$ cat src/rtl/fwd_pkg.sv
// Shared types and constants for the EX-stage forwarding / load-use hazard controller.
package fwd_pkg;

  localparam int REG_AW = 5;

  localparam logic [1:0] FWD_RF    = 2'b00;
  localparam logic [1:0] FWD_EXMEM = 2'b01;
  localparam logic [1:0] FWD_MEMWB = 2'b10;

  // Destination/control snapshot of one pipeline stage; all-zero is a bubble.
  typedef struct packed {
    logic [REG_AW-1:0] dest;
    logic              rw;
    logic              mr;
    logic              v;
  } stage_shadow_t;

  // A stage can only be a forwarding source if it really writes a non-$0 register.
  function automatic logic writes_reg(input stage_shadow_t s);
    return s.v & s.rw & (s.dest != '0);
  endfunction

endpackage

$ cat src/rtl/fwd_sel_logic.sv
// Combinational forwarding priority compare for one EX operand (EX/MEM beats MEM/WB).
module fwd_sel_logic
  import fwd_pkg::*;
(
  input  logic [REG_AW-1:0] src_i,
  input  stage_shadow_t     ex_i,
  input  stage_shadow_t     mem_i,
  output logic [1:0]        sel_o
);

  always_comb begin
    sel_o = FWD_RF;
    if (writes_reg(ex_i) && (ex_i.dest == src_i)) begin
      sel_o = FWD_EXMEM;
    end else if (writes_reg(mem_i) && (mem_i.dest == src_i)) begin
      sel_o = FWD_MEMWB;
    end
  end

endmodule

$ cat src/rtl/fwd_hazard_ctrl.sv
// Registered forwarding selects and one-cycle load-use stall for a 5-stage MIPS pipeline.
// Optional event counters are built when FWD_HAZARD_STATS_EN is defined.
module fwd_hazard_ctrl
  import fwd_pkg::stage_shadow_t, fwd_pkg::writes_reg, fwd_pkg::FWD_RF, fwd_pkg::FWD_EXMEM,
         fwd_pkg::FWD_MEMWB;
#(
  parameter int REG_AW = 5,
  parameter int SEL_W  = 2
`ifdef FWD_HAZARD_STATS_EN
  ,
  parameter int STAT_W = 16
`endif
) (
  input  logic              clk,
  input  logic              rst,
  input  logic              id_valid,
  input  logic [REG_AW-1:0] id_rs,
  input  logic [REG_AW-1:0] id_rt,
  input  logic [REG_AW-1:0] id_dest,
  input  logic              id_regwrite,
  input  logic              id_memread,
  input  logic              flush,
  output logic [SEL_W-1:0]  fwd_a_sel,
  output logic [SEL_W-1:0]  fwd_b_sel,
  output logic              stall,
  output logic              ex_bubble
`ifdef FWD_HAZARD_STATS_EN
  ,
  output logic [STAT_W-1:0] stat_stalls,
  output logic [STAT_W-1:0] stat_fwd_exmem,
  output logic [STAT_W-1:0] stat_fwd_memwb
`endif
);

  stage_shadow_t     ex_q, ex_d;
  stage_shadow_t     mem_q, mem_d;
  logic [SEL_W-1:0]  fwd_a_q, fwd_a_d;
  logic [SEL_W-1:0]  fwd_b_q, fwd_b_d;
  logic              ex_bubble_q, ex_bubble_d;
  logic              load_use;
  logic              issue;
  logic [REG_AW-1:0] src [2];
  logic [1:0]        sel_raw [2];

  assign src[0] = id_rs;
  assign src[1] = id_rt;

  generate
    for (genvar gi = 0; gi < 2; gi++) begin : g_operand
      fwd_sel_logic u_sel (
        .src_i (src[gi]),
        .ex_i  (ex_q),
        .mem_i (mem_q),
        .sel_o (sel_raw[gi])
      );
    end
  endgenerate

  // The load in EX has no data until MEM, so a consumer in ID must wait one cycle.
  assign load_use = id_valid & writes_reg(ex_q) & ex_q.mr &
                    ((ex_q.dest == id_rs) | (ex_q.dest == id_rt));
  assign stall    = load_use & ~flush & ~rst;
  assign issue    = id_valid & ~flush & ~load_use;

  always_comb begin
    ex_d        = '0;
    mem_d       = ex_q;
    fwd_a_d     = SEL_W'(FWD_RF);
    fwd_b_d     = SEL_W'(FWD_RF);
    ex_bubble_d = 1'b1;
    if (issue) begin
      ex_d        = '{dest: id_dest, rw: id_regwrite, mr: id_memread, v: 1'b1};
      fwd_a_d     = SEL_W'(sel_raw[0]);
      fwd_b_d     = SEL_W'(sel_raw[1]);
      ex_bubble_d = 1'b0;
    end
  end

  always_ff @(posedge clk) begin
    if (rst) begin
      ex_q        <= '0;
      mem_q       <= '0;
      fwd_a_q     <= SEL_W'(FWD_RF);
      fwd_b_q     <= SEL_W'(FWD_RF);
      ex_bubble_q <= 1'b1;
    end else begin
      ex_q        <= ex_d;
      mem_q       <= mem_d;
      fwd_a_q     <= fwd_a_d;
      fwd_b_q     <= fwd_b_d;
      ex_bubble_q <= ex_bubble_d;
    end
  end

  assign fwd_a_sel = fwd_a_q;
  assign fwd_b_sel = fwd_b_q;
  assign ex_bubble = ex_bubble_q;

`ifdef FWD_HAZARD_STATS_EN
  logic [STAT_W-1:0] stalls_q, stalls_d;
  logic [STAT_W-1:0] exmem_q, exmem_d;
  logic [STAT_W-1:0] memwb_q, memwb_d;
  logic [1:0]        exmem_inc, memwb_inc;

  function automatic logic [STAT_W-1:0] sat_add(input logic [STAT_W-1:0] cnt,
                                                input logic [1:0] inc);
    logic [STAT_W:0] sum;
    sum = {1'b0, cnt} + (STAT_W+1)'(inc);
    return sum[STAT_W] ? '1 : sum[STAT_W-1:0];
  endfunction

  // Each operand is a separate forwarding event, so two can land in one cycle.
  always_comb begin
    exmem_inc = {1'b0, fwd_a_d == SEL_W'(FWD_EXMEM)} + {1'b0, fwd_b_d == SEL_W'(FWD_EXMEM)};
    memwb_inc = {1'b0, fwd_a_d == SEL_W'(FWD_MEMWB)} + {1'b0, fwd_b_d == SEL_W'(FWD_MEMWB)};
    stalls_d  = sat_add(stalls_q, {1'b0, stall});
    exmem_d   = sat_add(exmem_q, exmem_inc);
    memwb_d   = sat_add(memwb_q, memwb_inc);
  end

  always_ff @(posedge clk) begin
    if (rst) begin
      stalls_q <= '0;
      exmem_q  <= '0;
      memwb_q  <= '0;
    end else begin
      stalls_q <= stalls_d;
      exmem_q  <= exmem_d;
      memwb_q  <= memwb_d;
    end
  end

  assign stat_stalls    = stalls_q;
  assign stat_fwd_exmem = exmem_q;
  assign stat_fwd_memwb = memwb_q;
`endif

endmodule

$ cat config.mk
export PLATFORM = sky130hd
export DESIGN_NAME = fwd_hazard_ctrl
export DESIGN_NICKNAME = d
export VERILOG_FILES = /design/src/rtl/fwd_pkg.sv /design/src/rtl/fwd_sel_logic.sv /design/src/rtl/fwd_hazard_ctrl.sv
export SDC_FILE = /design/constraint.sdc
export NUM_CORES = 1
export LEC_CHECK = 0
export ABC_AREA = 1
export ABC_CLOCK_PERIOD_IN_PS = 1300
export BUFFER_PORTS_ARGS = -buffer_cell sky130_fd_sc_hd__buf_2
export CAP_MARGIN = 10
export CORE_MARGIN = 10
export CORE_UTILIZATION = 25
export DETAILED_ROUTE_END_ITERATION = 12
export SLEW_MARGIN = 15
export SYNTH_ARGS = -nofsm -noshare
export SYNTH_HDL_FRONTEND = slang
export SYNTH_HIERARCHICAL = 1
export SYNTH_SLANG_ARGS = --single-unit
$ cat constraint.sdc
create_clock -name clk -period 1.3 [get_ports clk]
set_input_delay 0.26 -clock clk [delete_from_list [all_inputs] [get_ports clk]]
set_output_delay 0.26 -clock clk [all_outputs]
set_load 0.01 [all_outputs]
# ---- Word level (Yosys, flattened, before mapping)
# Cells that the tools add are included.
dict set report word_totals {
  wordCells 47
  reg_bits 20
}
dict set report classes {
  eq_ne 4
  mux 6
  reduce_logical 9
  n_bitwise 16
}
# cell count
set ops {}
lappend ops {{5-bit equality test} 4}
lappend ops {{1-bit bitwise AND} 11}
lappend ops {{5-bit nonzero test} 2}
lappend ops {{3-bit OR reduction} 2}
lappend ops {{1-bit logical AND} 4}
lappend ops {{1-bit 2-to-1 mux} 4}
lappend ops {{2-bit 2-to-1 mux} 2}
lappend ops {{1-bit inverter} 4}
lappend ops {{2-bit OR reduction} 1}
lappend ops {{1-bit bitwise OR} 1}

# ---- Logic depth before layout (Yosys ltp)
# Gate-level depths: netlist of run 1.
dict set report depth {
  ltp_word 9
  mapped_depth 10
}

# ---- Hierarchy
# Netlist of run 1, hierarchy kept.
# module seq_area_each_um2 n_inst area_per_inst_um2 cells_per_inst
set modules_own_cells {}
lappend modules_own_cells {fwd_hazard_ctrl 420.4 1 850.8 114}
lappend modules_own_cells {fwd_sel_logic 0.0 2 237.7 60}

# ---- Worst setup path before layout of run 1
# No wires, ideal clock.
dict set report synth_timing {
  path_type {reg2out}
  start {register ex_q[5] in the netlist's numbering}
  end {output port stall}
  path_slack_ns -0.017
  arrival_ns 1.057
  n_path_buf 0
  path_stages_with_launch 9
  path_cell_list {dfxtp_1 -> inv_2 -> nand2_1 -> nand2_1 -> nor2_1 -> nand3_1 -> nand2_1 -> nand2_2 -> nor2_1}
}
dict set report synth_between {
  elab_chain_len 7
  elab_cells_between_ends 10
  cone_classes {eq/ne (2); bitwise (7); reduce/logical (1)}
}
# item line_no
set synth_lines {}
lappend synth_lines {{from (decl)} fwd_hazard_ctrl.sv:35} ;# stage_shadow_t ex_q, ex_d;
lappend synth_lines {{from (signal assigned)} fwd_hazard_ctrl.sv:81} ;# ex_q <= '0;
lappend synth_lines {{from (signal assigned)} fwd_hazard_ctrl.sv:87} ;# ex_q <= ex_d;
lappend synth_lines {{5-bit nonzero test} fwd_pkg.sv:20} ;# return s.v & s.rw & (s.dest != '0);
lappend synth_lines {{1-bit bitwise AND} fwd_pkg.sv:20}
lappend synth_lines {{1-bit bitwise AND (2 in series)} fwd_hazard_ctrl.sv:60} ;# assign load_use = id_valid & writes_reg(ex_q) & ex_q.mr &
lappend synth_lines {{1-bit bitwise AND (*)} fwd_hazard_ctrl.sv:60}
lappend synth_lines {{1-bit bitwise AND (*) (2 in series)} fwd_hazard_ctrl.sv:62} ;# assign stall = load_use & ~flush & ~rst;
lappend synth_lines {{to (decl)} fwd_hazard_ctrl.sv:25} ;# output logic stall,
# Mark *: on every way between the ends. The rest lies on a longest branch, timed or not.

# ---- Final worst setup path of run 1
dict set report layout_timing {
  start {register ex_q[3] in the netlist's numbering}
  end {output port stall}
}
# Same word-level chain as after synthesis.

==> results of run 1 <==
stage by stage:
| step | setup slack (ns) | utilization [%] | std cells |
|---|---|---|---|
| global route | -0.446 | 36.5 | 357 |
| global placement | -0.157 | 32.6 | 348 |
| finish | -0.308 | 36.5 | 357 |
| CTS | -0.314 | 34.2 | 353 |
| detailed placement | -0.154 | 32.6 | 348 |
| floorplan | 0.0167 | - | 232 |
critical path, cell delays in order, from the launching register on:
cell and delay [ns]:
dfxtp_4 0.41, inv_4 0.04, nand2_2 0.05, nand2_2 0.04
nor2_2 0.11, nand3_1 0.08, nand2_1 0.09, nand2_2 0.07
nor2_2 0.07, buf_2 0.13
worst paths after layout:
path	slack [ns]	to	from	cells after the start
max	-0.31	stall	ex_q[3]	9
min	0.20	ex_q[1]	id_memread	3
max reg2reg	-0.07	fwd_b_sel[1]	ex_q[4]	11
min reg2reg	0.47	mem_q[2]	ex_q[2]	2
what timing repair did:
action                                  4_1_cts  5_1_grt
pin swaps                                     5        8
resized for setup                             6       25
hold buffers                                  0        0
gates cloned                                  0        1
buffers inserted                              1        3
endpoints found under the setup margin       14       14
registers in the layout (all words and copies together) (netlist names):
signal	flops
fwd_b_sel	2
ex_q	8
fwd_a_sel	2
mem_q	7
ex_bubble	1
power breakdown:
part	leakage, uW	switching, uW	internal, uW
logic	0.000766	146	120
clock network	0.0000288	215	270
registers	0.000166	12.3	620
routing by layer:
| metal | vias to the layer above | global-route usage (%) | part of all wire [%] |
|---|---|---|---|
| met2 | 26 | 14.2 | 45 |
| met4 | 0 | 2.44 | 1.5 |
| met5 | - | 0 | 0 |
| met1 | 577 | 11.4 | 50 |
| li1 | 766 | - | - |
| met3 | 6 | 1.79 | 3.1 |
final cells by class:
type	instances	area [sq um]	area share (%)
clock buffer	4	55.1	2.97
tap	70	87.6	4.72
timing repair buffer	52	337	18.2
multi-input combinational	151	733	39.5
sequential	20	414	22.3
inverter	60	228	12.3
==> results.md, run 1 <==
* Routed len/inst at 10.5 um
* Critical path required time at 1.04 ns
* CTS Buf Count at 3
* First-pass detailed-route iteration total at 4
* HP Class: in -> reg
* Commonest non-fill, non-tap cell in the layout: nand2_1
* Via density at 3.85
* Worst skew pair latency at 0.26 ns
* RSZ-0062 raised after global routing: true
* Largest net degree at the start of global routing at 14
* Placed inst area at 0.00166 sq mm
* Initial DRC count at 79
* Layout cell share with drive strength beyond 1 at 36.6%
* Most frequent cells in the layout: 79 x nand2_1, 45 x inv_1, 27 x nor2_1
* Total GRT Usage at 8.77%
* Routed wire length at 3760 um
* Total power draw at 1380 uW
* FP Rows at 26
* Core area at 0.00507 sq mm
* Max-Cap Viols at 0
* Mapped Cells at 232
* Post-route setup slack at -0.308 ns
* Final Hold Fails at 0
* Antenna violations before repair at 0
* Clock sink total at 20
* Synthesis Warnings at 6
* Tcrit/Tclk final at 124%
* Starting Density at 25.7%
* Vias in the first global route at 1391
* Post-route cell area at 0.00185 sq mm
* DRC at 0
* GRT Residual Overflow at 0
* Worst VDD drop at 0.624 mV
* Reg clk slew, reported paths at 0.08 ns
* Synthesized area at 0.00130 sq mm
* Input/output buffers at 26
* First-pass GRT wire length at 6200 um
* Mean Syn Cell Area at 5.61 sq um
* Die area at 0.00850 sq mm
* DP Wirelength at 2960 um
* Inserted Diodes at 0
* Layout area overhead at 42.4%
* Setup total negative slack at -0.385 ns
* H-tree Lvls at 1
* Result of the run: complete, but fails checks
* Nets at 309
* Die width at 92.2 um
* # fillers at 595
* Io pins at 27
* Pwr Density at 746 mW/mm^2
* Static Leak at 0.000960 uW
* Gpl congestion at 0.910
* Clock Tree Buf Depth at 2
* Fin. max-slew vios at 0
* Violated checks: setup timing
* F_max at 622 MHz
* Rel. slew slack at 82.3%
* DIE HEIGHT at 92.2 um
* Worst Skew at 0.00243 ns
* Crit path DAT at 1.35 ns
* Hold Slack at 0.204 ns
* CTS root buf: clkbuf_8
* Setup violations, final at 3
* Syn_nets at 253
* TritonCTS clock tree: built
* Period minus WS final at 1.61 ns
* Via Count at 1375
* Antenna-violating nets left at 0
* CP Launch Type: flip-flop
* Kind of critical path: reg -> out
* Critical-path maximum fanout at 6
* Worst Max-Slew Pin Slew at 0.265 ns
* CP Capture Type: output pin
No activity file was read; power rests on OpenSTA's default activity.
==> run 2: changes to the inputs <==
PLACE_DENSITY = 0.54   (was unset)
SYNTH_HIERARCHICAL = unset   (was 1)
==> run 2 against run 1 <==
Effect of this change: the flow still finishes with violations (setup timing); cell area down 24%; clock-buffer cell count unchanged; first-iteration DRC count down 89%; synthesized area down 24%; clock skew down 0.0017 ns; synthesized cell count down 40%; highest routed layer unchanged.
==> results.md, run 2 <==
* Period minus WS final at 1.61 ns (+0.00459 ns)
* Worst Max-Slew Pin Slew at 0.265 ns (+0.0000722 ns)
* Worst skew pair latency at 0.25 ns (about the same)
* Final Hold Fails at 0 (unchanged)
* Final design utilization at 37.9% (+1.3 points)
* Rel. slew slack at 82.3% (about the same)
* Total GRT Usage at 6.79% (-2.0 points)
* Post-route setup slack at -0.313 ns (-0.00459 ns)
* Starting Density at 26.4% (+0.74 points)
* GRT Residual Overflow at 0 (unchanged)
* Tcrit/Tclk final at 124% (+0.35 points)
* Die width at 82.9 um (-10%)
* Vias in the first global route at 875 (-37%)
* Critical-path maximum fanout at 3 (-3)
* Setup violations, final at 1 (-2)
* Routed len/inst at 9.85 um (-6.4%)
* Via Count at 883 (-36%)
* Kind of critical path: reg -> out
* Largest cells by area after synthesis: dfxtp_1 41%, nand2_1 13%, inv_1 8.4%
* Post-synth top flop: dfxtp_1
* Die area at 0.00687 sq mm (-19%)
* Area leader, netlist: dfxtp_1
* Syn_nets at 160 (-37%)
* Post-synthesis sequential area ratio at 40.5%
* Layout area overhead at 43.4%
* M1 WL at 1130 um (-40%)
* Crit path DAT at 1.35 ns (about the same)
* Clock Tree Buf Depth at 2 (unchanged)
* FF/Latch Area at 409 sq um (-1.2%)
* Synthesis Warnings at 0 (-6)
* Largest Register: ex_q
* Pwr Density at 909 mW/mm^2 (+22%)
* Regs by FF count: ex_q: 8 flops, mem_q: 7 flops
* Nets at 208 (-33%)
* Most frequent cells in the layout: 32 x nand2_1, 26 x buf_2, 21 x inv_1
* Worst Skew at 0.000707 ns (-0.00172 ns)
* Hold-fix buffers, CTS at 0 (unchanged)
* Static Leak at 0.000712 uW (-26%)
* Io pins at 27 (unchanged)
* CP Launch Type: flip-flop
* Met3 WL post-DR at 137 um (+19%)
* Post-synthesis sequential element count at 20
* RSZ-0062 raised after global routing: true
* First-pass detailed-route iteration total at 3 (-1)
* Commonest non-fill, non-tap cell in the layout: nand2_1
* Core area at 0.00374 sq mm (-26%)
* Gpl congestion at 0.816 (-10%)
* Worst VDD drop at 0.620 mV (-0.73%)
* Total power draw at 1290 uW (-6.9%)
* HP Class: in -> reg
* H-tree Lvls at 1 (unchanged)
* First-pass GRT wire length at 3880 um (-37%)
* Mapped Cells at 139 (-40%)
* Max-Cap Viols at 0 (unchanged)
* Largest net degree at the start of global routing at 12 (-2)
* DP Wirelength at 1890 um (-36%)
* DR top layer: met4
* Unique cell type count in the Yosys netlist at 18
* Area of the multi-input gates at 523 sq um (-29%)
* FFs w/ async S/R, synth at 0%
* F_max at 620 MHz (-0.28%)
* Inserted Diodes at 0 (unchanged)
* FP Rows at 22 (-15%)
* Reg clk slew, reported paths at 0.07 ns (about the same)
* # fillers at 415 (-30%)
* Initial DRC count at 9 (-89%)
* Violated checks: setup timing
* Mean Syn Cell Area at 7.11 sq um (+27%)
* Antenna-violating nets left at 0 (unchanged)
* Critical path required time at 1.04 ns (about the same)
* Fin. max-slew vios at 0 (unchanged)
* Most frequent cells after synthesis: 34 x nand2_1, 22 x inv_1, 21 x nor2_1
* Most common cell in the netlist: nand2_1
* DIE HEIGHT at 82.9 um (-10%)
* CTS Buf Count at 3 (unchanged)
* Layout cell share with drive strength beyond 1 at 43.5% (+7.0 points)
* Antenna violations before repair at 0 (unchanged)
* CTS root buf: clkbuf_8
* Max FFs per register at 8 (unchanged)
* Area share of the largest cell type after synthesis at 40.5%
* DRC at 0 (unchanged)
* Setup total negative slack at -0.313 ns (+0.0721 ns)
* Via density at 3.77 (-2.0%)
* WL met2 at 1030 um (-40%)
* EDFF count, synth at 0
* Synthesized area at 988 sq um (-24%)
* CP Capture Type: output pin
* Input/output buffers at 26 (unchanged)
* Routed wire length at 2300 um (-39%)
* TritonCTS clock tree: built
* Clock sink total at 20 (unchanged)
* Result of the run: complete, but fails checks
run 2: through the flow:
step | cells | worst slack (ns) | area (sq um) | hold slack, ns
after floorplan | 139 | 0.0505 | 988 | 0.372
after global placement | 226 | -0.136 | 1270 | 0.412
after detailed placement | 226 | -0.133 | 1270 | 0.414
after CTS | 232 | -0.315 | 1360 | 0.202
after global routing | 234 | -0.420 | 1420 | 0.198
final | 234 | -0.313 | 1420 | 0.207
run 2: final timing paths:
check | startpoint | endpoint | slack [ns] | depth (start not counted)
setup / recovery | ex_q[7] | stall | -0.31 | 8
hold / removal | id_dest[1] | ex_q[4] | 0.21 | 3
setup reg to reg | ex_q[7] | ex_q[4] | 0.03 | 9
hold reg to reg | ex_q[0] | mem_q[0] | 0.42 | 2
run 2: layout make-up:
cell class	instances	area share [%]
clock buffers	4	3.88
multi-input cells	91	36.9
flip-flops and latches	20	28.9
repair buffers	44	19.0
inverters	27	7.15
well taps	48	4.24
run 2: critical path, stage by stage, from the launching register on:
cell,delay (ns)
dfxtp_2,0.35
inv_2,0.04
buf_4,0.12
nand4_1,0.09
nand2_1,0.08
nor2_1,0.13
nand2_2,0.07
nor2_1,0.08
buf_2,0.13
run 2: cell families after synthesis:
group	after synthesis	synth area share, %
buffers and inverters	29	12.8
XOR/XNOR	12	10.6
AND/OR/NAND/NOR	78	36.1
flip-flops	20	40.5
run 2: report_power, final:
part,internal [uW],total [uW],leakage [uW],switching [uW]
sequential,624,633,0.000165,8.95
combinational,97.5,191,0.000519,93.6
clock,269,464,0.0000288,195
total,991,1290,0.000712,298
run 2: layer usage:
layer	GRT usage (%)	up-vias
met3	3.13	2
met2	10.4	20
met1	8.27	366
met4	1.85	0
met5	0	-
li1	-	495
run 2: timing repair:
action | CTS | global route
gates cloned | 1 | 0
pin swaps | 8 | 3
buffers inserted | 1 | 2
gates resized for setup | 7 | 12
setup endpoints to repair | 13 | 14
